### src/rtl/ifetch.sv
// Instruction fetch front end: one outstanding imem request at a time, a
// 2-entry {pc, instr} buffer toward decode, and redirect/drop handling.
module ifetch #(
  parameter logic [31:0] RESET_PC = 32'h0000_0000
) (
  input  logic        clk,
  input  logic        rst_n,
  output logic        imem_req,
  output logic [31:0] imem_addr,
  input  logic        imem_rvalid,
  input  logic [31:0] imem_rdata,
  output logic        instr_valid,
  input  logic        instr_ready,
  output logic [31:0] instr,
  output logic [31:0] instr_pc,
  input  logic        redirect_valid,
  input  logic [31:0] redirect_pc,
  output logic        misalign_err
);

  typedef enum logic [1:0] {
    IDLE = 2'd0,  // nothing outstanding
    WAIT = 2'd1,  // one request outstanding, result will be kept
    DROP = 2'd2   // one request outstanding, result is stale
  } state_t;

  state_t      state, state_nxt;
  logic [31:0] fetch_pc;
  logic [31:0] req_pc;
  logic [31:0] fifo_pc   [2];
  logic [31:0] fifo_data [2];
  logic        rd_ptr, wr_ptr;
  logic [1:0]  count;
  logic        push, pop;

  // Issuing only with a free slot guarantees the eventual push never overflows.
  assign imem_req    = (state == IDLE) && (count < 2'd2) && !redirect_valid;
  assign imem_addr   = fetch_pc;
  assign instr_valid = (count != 2'd0);
  assign instr       = fifo_data[rd_ptr];
  assign instr_pc    = fifo_pc[rd_ptr];
  assign pop         = instr_valid && instr_ready;
  assign push        = (state == WAIT) && imem_rvalid && !redirect_valid;

  // NOTE: next-state is defaulted to the current state before the case so no
  // path through the block leaves state_nxt unassigned (which would infer a latch).
  always_comb begin
    state_nxt = state;
    case (state)
      IDLE:       if (imem_req) state_nxt = WAIT;
      WAIT, DROP: begin
        // A response retires the outstanding request even when a redirect
        // arrives in the same cycle; otherwise a redirect makes it stale.
        if (imem_rvalid)         state_nxt = IDLE;
        else if (redirect_valid) state_nxt = DROP;
      end
      default:    state_nxt = IDLE;
    endcase
  end

  // NOTE: sequential state uses non-blocking assignments only, so every
  // register samples the pre-edge values regardless of statement order.
  always_ff @(posedge clk or negedge rst_n) begin
    if (!rst_n) state <= IDLE;
    else        state <= state_nxt;
  end

  // NOTE: the two buffer entries are reset as well, because instr/instr_pc
  // are driven straight from the head entry and must read zero out of reset.
  always_ff @(posedge clk or negedge rst_n) begin
    if (!rst_n) begin
      fetch_pc     <= RESET_PC;
      req_pc       <= 32'h0;
      count        <= 2'd0;
      rd_ptr       <= 1'b0;
      wr_ptr       <= 1'b0;
      misalign_err <= 1'b0;
      fifo_pc[0]   <= 32'h0;
      fifo_pc[1]   <= 32'h0;
      fifo_data[0] <= 32'h0;
      fifo_data[1] <= 32'h0;
    end else begin
      misalign_err <= redirect_valid && (redirect_pc[1:0] != 2'b00);
      if (redirect_valid) begin
        // A pop in this cycle is consumed downstream; everything else is flushed.
        fetch_pc <= {redirect_pc[31:2], 2'b00};
        count    <= 2'd0;
        rd_ptr   <= 1'b0;
        wr_ptr   <= 1'b0;
      end else begin
        if (imem_req) begin
          fetch_pc <= fetch_pc + 32'd4;
          req_pc   <= fetch_pc;
        end
        if (push) begin
          fifo_pc[wr_ptr]   <= req_pc;
          fifo_data[wr_ptr] <= imem_rdata;
          wr_ptr            <= ~wr_ptr;
        end
        if (pop) rd_ptr <= ~rd_ptr;
        count <= count + {1'b0, push} - {1'b0, pop};
      end
    end
  end

endmodule
### config.mk
export PLATFORM = sky130hd
export DESIGN_NAME = ifetch
export DESIGN_NICKNAME = d
export VERILOG_FILES = /design/src/rtl/ifetch.sv
export SDC_FILE = /design/constraint.sdc
export NUM_CORES = 1
export LEC_CHECK = 0
export ABC_AREA = 1
export CAP_MARGIN = 25
export CORE_MARGIN = 2
export CORE_UTILIZATION = 47
export DETAILED_ROUTE_END_ITERATION = 7
export HOLD_SLACK_MARGIN = 0.03
export PLACE_DENSITY = 0.77
export SKIP_CTS_REPAIR_TIMING = 1
export SLEW_MARGIN = 20
export SYNTH_ARGS = -nofsm -noshare
export SYNTH_HDL_FRONTEND = slang
export SYNTH_SLANG_ARGS = --single-unit
### constraint.sdc
create_clock -name clk -period 1.47 [get_ports clk]
set_input_delay 0.294 -clock clk [delete_from_list [all_inputs] [get_ports clk]]
set_output_delay 0.294 -clock clk [all_outputs]
set_load 0.02 [all_outputs]
# --- After elaboration in Yosys (flattened, before gate mapping) ---
# Index checks and enable logic that the tools add are counted.
totals:
  wordCells: 66
  output_inout_bits: 99
  reg_bits: 199
  in_bits: 69
classes:
  n_mux: 21
  add_sub_neg: 3
  bitwise: 5
  reduce_logical: 18
  eq_ne: 4
  magnitude_cmp: 4
ops:
  columns: ["op", "n"]
  rows:
  - ["$mux 32", 9]
  - ["$bwmux 64", 2]
  - ["$add 32x3->32 const B", 1]
  - ["$demux 32 s1", 1]
  - ["$reduce_bool 2->1", 5]
  - ["$mux 2", 4]
  - ["$logic_and 1x1->1", 7]
  - ["$reduce_and 2->1", 3]
  - ["$ge 2x2->1 const B", 2]
  - ["$mux 1", 4]
  - ["$not 1->2", 2]
  - ["$pmux 2 s2", 1]
  - ["$ne 3x3->1 const B", 1]
  - ["$not 1->1", 3]
  - ["$add 2x1->2", 1]
  - ["$eq 2x1->1 const B", 1]
  - ["$eq 2x2->1 const B", 1]
  - ["$logic_not 2->1", 1]
  - ["$lt 2x1->1 const B", 1]
  - ["$lt 2x2->1 const B", 1]
  - ["$ne 2x2->1 const B", 1]
  - ["$reduce_or 2->1", 1]
  - ["$sub 2x1->2", 1]
  - ["$logic_not 1->1", 1]

# --- Logic depth before layout (Yosys ltp) ---
logic_depth:
  ltp_word: 6
  depth_mapped: 11
  depth_no_buf: 10

# --- Worst setup path after synthesis ---
# OpenSTA, ideal clock, no wires.
synth_path:
  path_type: "flip-flop to flip-flop"
  startpoint: "register count[1]"
  endpoint: "register count[1]"
  setup_time_ps: 131
  required_ps: 1339
  n_path_buf: 0
  stages_incl_launch_ff: 9
  synth_period_minus_slack_ps: 1658
  arrival_ps: 1527
  setup_slack_ps: -188
  path_cell_list: "dfrtp_1 or2_2 nand2_1 inv_1 ha_1 inv_1 ha_1 xor2_1 nor2_1"
synth_via:
  elab_chain_len: 4
  word_cells_on_any_way: 5
synth_lines:
  columns: ["item", "line", "source"]
  rows:
  - ["start: declaration", "33", "logic [1:0] count;"]
  - ["start signal: assignment", "101", "count <= count + {1'b0, push} - {1'b0, pop};"]
  - ["$reduce_bool 2->1", "39", "assign instr_valid = (count != 2'd0);"]
  - ["named net instr_valid", "12", "output logic instr_valid,"]
  - ["$logic_and 1x1->1", "42", "assign pop = instr_valid && instr_ready;"]
  - ["$sub 2x1->2", "101", null]
  - ["$mux 2", "84", "if (redirect_valid) begin"]
# The timed path passes the listed nets, and every way through them passes these cells.
# A chain may end at the register's enable or synchronous reset.

# --- Final worst setup path ---
layout_path:
  startpoint: "register state[0]"
  endpoint: "output imem_req"
layout_via:
  elab_chain_len: 3
layout_lines:
  columns: ["item", "line", "source"]
  rows:
  - ["start: declaration", "27", "state_t state, state_nxt;"]
  - ["start signal: assignment", "65", "else state <= state_nxt;"]
  - ["$logic_not 2->1", "37", "assign imem_req = (state == IDLE) && (count < 2'd2) && !redirect_valid;"]
  - ["$logic_and 1x1->1 (2 in a row)", "37", null]
  - ["end: declaration", "8", "output logic imem_req,"]
# No other way between the ends.

==> impl_metrics.ini <==
[status]
status = finished with violations
violations = setup timing

[setup_path]
path_max_fanout = 3
crit_family = flip-flops
crit_chain = inv_2 > ha_4 > nand2_4 > nor2_4 > buf_4 > buf_6
reg2reg_slack_ns = -0.31
critPathArrivalTime_ns = 1.55
worstSetupEndpointType = primary output
critPathBufInv = 3
crit_required_ns = 1.18
crit_path_start_kind = flop
crit_slowest_cell = dfrtp_1
path_class = flop to primary output
critPathMaxStageDelay_ns = 0.42

[global_route]
antenna_found_initial = 0
grt_max_degree = 63
grt_pass1_wl_mm = 36.1
grt_overflow = 0
gr-usage-all-layers_pct = 22.5
grt_pass1_vias = 7410

[placement]
placedCellCount = 1541
port_buffers = 163
dp_hpwl_mm = 15.6
place_congestion = 0.948

[synthesis]
ys_seq_area_share_pct = 53.8
ys_ff_latch = 191
synth_top_area_share_pct = 53.8
synthDistinctLibCells = 39
synth_enable_flop_cells = 0
avgSynthCellArea_sq_um = 7.91
yosys_most_used_dff = dfrtp_1
syn_area_sq_mm = 0.00888
yosysMostFrequentCell = nand2_1
synth_cells = 1122
yosysTopAreaCell = dfrtp_1
yosys_warnings = 0
synth_commonest_cells = nand2_1, dfrtp_1, o21ai_0, inv_1, nor2_1
async_flop_share_pct = 100
ys_top_cells_by_area = dfrtp_1, nand2_1, o21ai_0

[cts]
worstSkewPairLatency_ns = 0.43
clk_pin_slew_ns = 0.08
clockRootBuffer = clkbuf_16
cts_tree = yes
clockBufferDepth = 2
cts.sinks = 191
htree_levels = 4
numCtsBuffers = 17

[sta]
fin_worst_skew_ns = 0.0121
setup_viol = 248
fmax_mhz = 543
tns_ns = -58.52
hold_viol_final = 0
grt_setup_unrepaired = true
post-route-period-util_pct = 125
min_period_ns = 1.84
setup_ws_ns = -0.370
maxSlewViolCount = 0

[power]
ir_drop_mv = 1.00
leakage_nw = 6.64
cellPowerDensity_mw_per_mm2 = 2040

[routing]
post-route-drc-count = 0
drtPass1Iterations = 5
drtIter0Drc = 482
num_vias = 8435
viasPerCell = 5.23
avgRoutedWirePerCell_um = 16.5
antenna_left = 0
drt_wl_total_mm = 26.6

[die]
ios = 168
start_util_pct = 47.6
core_area_sq_mm = 0.0186
rows = 50
dieArea_sq_mm = 0.0200
chipWidth_um = 141
die_h_um = 141

[cells_and_area]
area_growth_pct = 47.4
drive_above_1_share_pct = 25.5
nets = 1441
diodes = 0
post_layout_nonfiller_instances = 1613

[flow_run]
drv_cap = 0

[hold_path]
hp-class = primary input to async pin
[routing by layer]
| metal | routed length, um | global-route usage [%] |
|---|---|---|
| met5 | 0 | 0 |
| met4 | 358 | 6.47 |
| met3 | 1680 | 3.91 |
| met2 | 13100 | 36.1 |
| met1 | 11400 | 31.8 |
[placed cells by master, fill, tap and decap left out, types with 17 or more instances in the layout]
cell,synthesis,routed
o21ai_2,3,20
buf_12,0,17
o21ai_1,48,54
nand3_1,39,35
nor2_1,59,47
nand2_1,437,391
buf_2,15,19
dlymetal6s2s_1,0,19
buf_4,4,64
nand2_2,2,31
inv_1,105,97
dfrtp_1,191,185
o21ai_0,107,83
clkbuf_16,0,33
buf_6,8,62
clkdlybuf4s50_1,0,68
nand2_4,1,18
[cell families after synthesis]
logic type               after synthesis  synth area share, %
buffers and inverters                167                 8.16
AND/OR/NAND/NOR                      564                 25.5
other                                  1               0.0422
adder cells (fa/ha/maj)                6                0.846
XOR/XNOR                               3                0.296
AO/OA/AOI/OAI                        190                 11.3
flip-flops                           191                 53.8
[registers in the layout, summed over array words and instances (netlist names)]
| name | flops |
|---|---|
| fifo_data | 64 |
| fifo_pc | 60 |
| imem_addr | 30 |
| req_pc | 30 |
| count | 2 |
| state | 2 |
| misalign_err | 1 |
| rd_ptr | 1 |
| wr_ptr | 1 |
[path summary, 6_finish.rpt]
path | startpoint | to | depth (start not counted)
max | state[0] | imem_req | 6
min | rst_n | fifo_pc[15] | 2
max reg2reg | state[0] | imem_addr[16] | 10
min reg2reg | fifo_data[10] | fifo_data[10] | 2
max in group asynchronous | rst_n | imem_addr[4] | 3
min in group clk | redirect_pc[3] | imem_addr[3] | 3
[where the power goes]
part	switching, mW	total [mW]	internal, mW
logic	7.13	12.9	5.79
registers	1.55	9.10	7.54
clock network	2.08	4.72	2.64
[stage by stage]
| step | hold slack [ns] | area [sq um] | utilization (%) | power, mW | setup WS (ns) |
|---|---|---|---|---|---|
| 2_1_floorplan | -0.00159 | 8920 | - | 14.8 | -0.0836 |
| 3_3_place_gp | 0.285 | 11300 | 60.7 | 19.5 | -0.440 |
| 3_5_place_dp | 0.292 | 11300 | 60.7 | 19.9 | -0.448 |
| 4_1_cts | -0.165 | 11900 | 64.0 | 24.6 | -0.790 |
| 5_1_grt | 0.424 | 13100 | 70.2 | 28.3 | -0.394 |
| 6_report | 0.403 | 13100 | 70.2 | 26.7 | -0.370 |
[layout make-up]
cell class | instances | area (sq um)
multi-input cells | 769 | 3900
clock buffers | 19 | 453
repair buffers | 280 | 3080
well taps | 234 | 293
clock inverters | 13 | 151
fillers | 1407 | 5560
inverters | 107 | 415
flip-flops and latches | 191 | 4790
[worst reg2reg max path, cell delays in order, from the launching register on]
cell and delay, ns:
dfrtp_1 0.42, inv_2 0.10, ha_4 0.15, nand2_4 0.06
nor2_4 0.13, buf_6 0.13, clkinvlp_4 0.17, or2_2 0.36
nor2_1 0.10, a21oi_1 0.05, nand2_1 0.05
No activity file was read; power rests on OpenSTA's default activity.
